### config.mk
export PLATFORM = sky130hd
export DESIGN_NAME = regfile_multiport
export DESIGN_NICKNAME = d
export VERILOG_FILES = /design/src/rtl/regfile_multiport.sv
export SDC_FILE = /design/constraint.sdc
export NUM_CORES = 1
export LEC_CHECK = 0
export BUFFER_PORTS_ARGS = -buffer_cell sky130_fd_sc_hd__buf_2
export CAP_MARGIN = 40
export CORE_UTILIZATION = 45
export CTS_BUF_LIST = sky130_fd_sc_hd__clkbuf_4 sky130_fd_sc_hd__clkbuf_8
export CTS_CLUSTER_SIZE = 10
export DETAILED_ROUTE_END_ITERATION = 8
export GPL_ROUTABILITY_DRIVEN = 0
export PLACE_DENSITY_LB_ADDON = 0.1
export SKIP_LAST_GASP = 1
export SYNTH_ARGS = -nofsm -noshare
export SYNTH_HDL_FRONTEND = slang
export SYNTH_SLANG_ARGS = --single-unit
### constraint.sdc
create_clock -name clk -period 5 [get_ports clk]
set_clock_uncertainty 0.2 [all_clocks]
set_input_delay 1.5 -clock clk [delete_from_list [all_inputs] [get_ports clk]]
set_output_delay 1.5 -clock clk [all_outputs]
set_load 0.02 [all_outputs]
### src/rtl/regfile_multiport.sv
// regfile_multiport: NREGS x WIDTH register file with two combinational read ports,
// synchronous clear, optional write-through bypass and a per-register written flag.
module regfile_multiport #(
  parameter int WIDTH  = 16,
  parameter int NREGS  = 8,
  parameter int BYPASS = 0,
  localparam int AW = $clog2(NREGS)
) (
  input  logic             clk,
  input  logic             reset,
  input  logic [WIDTH-1:0] data_in,
  input  logic [AW-1:0]    writenum,
  input  logic             write,
  input  logic [AW-1:0]    readnum_a,
  input  logic [AW-1:0]    readnum_b,
  output logic [WIDTH-1:0] data_out_a,
  output logic [WIDTH-1:0] data_out_b,
  output logic [NREGS-1:0] written
);
  logic [WIDTH-1:0] r_mem [NREGS];
  logic [NREGS-1:0] r_written;
  logic             w_wen;
  logic             w_hit_a;
  logic             w_hit_b;
  // Out-of-range register numbers exist when NREGS is not a power of two.
  always_comb begin
    w_wen      = write && !reset && (32'(writenum) < NREGS);
    w_hit_a    = (BYPASS != 0) && w_wen && (readnum_a == writenum);
    w_hit_b    = (BYPASS != 0) && w_wen && (readnum_b == writenum);
    data_out_a = w_hit_a ? data_in : ((32'(readnum_a) < NREGS) ? r_mem[readnum_a] : '0);
    data_out_b = w_hit_b ? data_in : ((32'(readnum_b) < NREGS) ? r_mem[readnum_b] : '0);
  end
  always_ff @(posedge clk) begin
    if (reset) begin
      r_mem     <= '{default: '0};
      r_written <= '0;
    end else if (w_wen) begin
      r_mem[writenum]     <= data_in;
      r_written[writenum] <= 1'b1;
    end
  end
  assign written = r_written;
endmodule

Word level (Yosys, flattened, before mapping)
Cells that the tools add are included.
{"block": "word_totals", "output_inout_bits": 40, "regBits": 136, "in_bits": 28, "word_cells": 34}
{"block": "classes", "n_lt_le_gt_ge": 6, "reduce_logical": 4, "n_bitwise": 4, "n_mux": 11}
{"op": "128-bit bitwise mux", "n": 1}
{"op": "16-bit binary-select mux with 3-bit select", "n": 2}
{"op": "16-bit 2-to-1 mux", "n": 5}
{"op": "16-bit demux with 3-bit select", "n": 1}
{"op": "4-bit >= comparator (second input constant)", "n": 3}
{"op": "3-bit inverter with 4-bit output", "n": 3}
{"op": "8-bit bitwise OR", "n": 1}
{"op": "3-bit by 4-bit less-than comparator with 1-bit output (second input constant)", "n": 1}
{"op": "4-bit by 1-bit less-than comparator with 1-bit output (second input constant)", "n": 1}
{"op": "1-bit demux with 3-bit select", "n": 1}
{"op": "3-bit by 1-bit >= comparator with 1-bit output (second input constant)", "n": 1}
{"op": "1-bit logical AND", "n": 3}
{"op": "1-bit logical NOT", "n": 1}
{"op": "1-bit 2-to-1 mux", "n": 1}

Logic depth before layout (Yosys ltp)
{"block": "depth", "ltp_word": 6, "ltp_mapped": 6, "ltp_nobuf": 3}

Worst setup path before layout
OpenSTA, ideal clock, no wires.
{"block": "synth_timing", "kind": "input port to output port", "start": "in readnum_a[2]", "end": "out data_out_a[12]", "slack_ps": 703, "arrival_ps": 2597, "stages": 4, "required_ps": 3300, "n_path_buf": 2, "path_cell_list": "buf_6 > buf_6 > mux4_1 > mux2_2"}
{"block": "synth_via", "elab_chain_len": 4}
{"item": "from (decl)", "line": "14", "text": "input logic [AW-1:0] readnum_a,"}
{"item": "3-bit inverter with 4-bit output (not written as such)", "line": "30", "text": "data_out_a = w_hit_a ? data_in : ((32'(readnum_a) < NREGS) ? r_mem[readnum_a] : '0);"}
{"item": "16-bit binary-select mux with 3-bit select", "line": "30"}
{"item": "16-bit 2-to-1 mux (not written as such) (2 in a row)", "line": "30"}
{"item": "to (decl)", "line": "16", "text": "output logic [WIDTH-1:0] data_out_a,"}
Every way passes these cells. The select of a mux whose other input is x is not followed.

Worst setup path after layout
{"block": "layout_timing", "start": "in readnum_b[2]", "end": "out data_out_b[11]"}
{"block": "layout_via", "elab_chain_len": 4}
{"item": "from (decl)", "line": "15", "text": "input logic [AW-1:0] readnum_b,"}
{"item": "3-bit inverter with 4-bit output (not written as such)", "line": "31", "text": "data_out_b = w_hit_b ? data_in : ((32'(readnum_b) < NREGS) ? r_mem[readnum_b] : '0);"}
{"item": "16-bit binary-select mux with 3-bit select", "line": "31"}
{"item": "16-bit 2-to-1 mux (not written as such) (2 in a row)", "line": "31"}
{"item": "to (decl)", "line": "17", "text": "output logic [WIDTH-1:0] data_out_b,"}
Every way passes these cells. The select of a mux whose other input is x is not followed.

==> results.cfg <==
[layout]
stdcell_area_mm2 = 0.00808
layout.nets = 779
drive_above_1_share_pct = 20.7
antennaDiodeCount = 0
final_cell_mix = a21oi_1, dfxtp_1, nand3_1, o21ai_0, buf_2
layout.cells.non_filler = 979
syn_to_final_growth_pct = 9.45

[logic_synthesis]
yosysSeqAreaShare_pct = 36.9
synth_warnings = 0
avgSynthCellArea_um2 = 9.85
yosysUniqueCellTypes = 23
synth-seq-cells = 136
syn_nets = 778
synthCells = 750
synth.cell_area_mm2 = 0.00739

[worst_hold_path]
hold_start = written[2]$_SDFFE_PP0P_
hp-class = reg2reg

[placed_design]
place_area_mm2 = 0.00769
dp.cells = 948
hpwl_um = 12300
port_buffers = 67

[timing]
maxSlewViolCount = 0
relSlewSlack_pct = 35.5
rsz0062_at_grt = no
finalCritPeriodShare_pct = 92.6
setup_viol = 0
finalSetupTns_ns = 0
hold_viol = 0
tightestPinTransition_ns = 0.967
period_minus_slack_ns = 4.63
fmax_mhz = 216

[detailed_routing]
drtAntennaViolNets = 0
viasPerCell = 6.33
drc = 0
post_drt_wl_per_cell_um = 22.4
drt-total-wl_um = 21900
drt-initial-drc-count = 488
drtPass1Iterations = 5
vias = 6193

[critical_path]
startpoint_type = input port
required_ns = 3.30
slowest_delay_ns = 0.60
criticalPathCategory = in2out
crit_family = multiplexers
crit_chain = buf_2, buf_12, mux4_1, mux2_2, buf_2
crit_top_cell = buf_2
reg2reg_from = r_mem[15]$_SDFFE_PP0P_
critPathLaunch = readnum_b[2]
path_buf_inv = 3
slowest_stage = mux4_1
cp.arrival_ns = 2.93
worstPathMaxFanout = 32
end_kind = output port

[power_and_ir_drop]
p_leak_nw = 3.13
power_density_mw_per_mm2 = 280
vdd_drop_max_mv = 0.146

[floorplan]
die_area_mm2 = 0.0169
die_w_um = 130
core_mm2 = 0.0159
die_y_um = 130
rows = 46
num_io_pins = 68
initial_core_util_pct = 46.3

[clocking]
cts_tree = built
cts-root-buf = clkbuf_8
htreeDepth = 4
cts_resized = 0
path_clk_slew_ns = 0.08
clk-insertion-delay-late_ns = 0.43
clock-sinks = 136
cts_made_buffers = 17
postCtsSetupBuffers = 0
clk_path_buf_depth = 2
cts-hold-fix-buffers = 0

[global_routing]
grt_max_degree = 89
antenna_found_initial = 0
overflow = 0
grt_pass1_wl_um = 34200
grt_use_total_pct = 27.1
grt_pass1_vias = 6106

[job]
cap_violations = 0

[status]
status = completed
[per-stage QoR]
step                power [mW]  util (%)  worst slack (ns)  hold WS, ns
global route              2.35      50.7             0.334        0.301
floorplan                 1.30         -             0.703        0.257
detailed placement        1.37      48.2             0.381        0.252
global placement          1.36      48.0             0.391        0.242
CTS                       2.28      50.7             0.376        0.270
finish                    2.26      50.7             0.372        0.265
[sequential cells by signal, summed over array words and instances, names as in the netlist]
register and count:
r_mem 128, written 8
[cell families (layout without fill, tap and decap cells)]
| group | after synthesis | in the layout | synth area share, % |
|---|---|---|---|
| AO/OA/AOI/OAI | 264 | 264 | 17.9 |
| buffers and inverters | 106 | 119 | 7.40 |
| flip-flops | 136 | 136 | 36.9 |
| multiplexers | 96 | 96 | 27.6 |
| AND/OR/NAND/NOR | 148 | 148 | 10.2 |
[report_power, final]
group,internal [mW],total [mW],switching [mW]
Clock,0.494,0.914,0.419
Combinational,0.0764,0.243,0.167
Sequential,1.10,1.11,0.00889
[layout make-up]
cell class	instances	area, um2
clock buffer	23	298
clock inverter	8	96.3
sequential	136	2720
multi-input combinational	508	4130
fill	1510	7860
tap	216	270
timing repair buffer	88	566
[synthesized netlist by cell type]
library cell,instances,area [um2]
nor2b_1,2,12.5
nand3_1,128,641
nor3b_2,1,12.5
nor2_1,9,33.8
o21ai_0,108,541
buf_6,8,90.1
clkbuf_1,70,263
o21ai_1,20,100
mux4_1,64,1680
nand2b_1,2,12.5
or3b_1,1,8.76
dfxtp_1,136,2720
a21oi_1,136,681
nand2_1,1,3.75
buf_2,17,85.1
or2_2,1,6.26
and3b_1,1,8.76
buf_1,5,18.8
buf_12,4,80.1
and2_1,1,6.26
nand3b_1,1,7.51
clkbuf_2,2,10.0
mux2_2,32,360
[final timing paths]
| path | endpoint | slack [ns] | cells after the start |
|---|---|---|---|
| min | written[2]$_SDFFE_PP0P_ | 0.27 | 2 |
| min reg2reg | written[2]$_SDFFE_PP0P_ | 0.27 | 2 |
| max | data_out_b[11] | 0.37 | 5 |
| max reg2reg | r_mem[15]$_SDFFE_PP0P_ | 4.07 | 2 |
[worst min-delay path, delay by kind of cell (launching register included)]
kind               cells  cell delay, ns
DFF                    1            0.32
AOI/OAI and AO/OA      1            0.04
and+or+nand+nor        1            0.07
[layer usage]
metal,vias to the layer above,part of all wire [%],global-route usage (%)
li1,2859,-,-
met1,3128,46,36.4
met2,177,49,45.0
met3,29,3.9,3.98
met4,0,1.5,8.76
met5,-,0,0
Note: power is estimated with default switching activity, not from simulation.
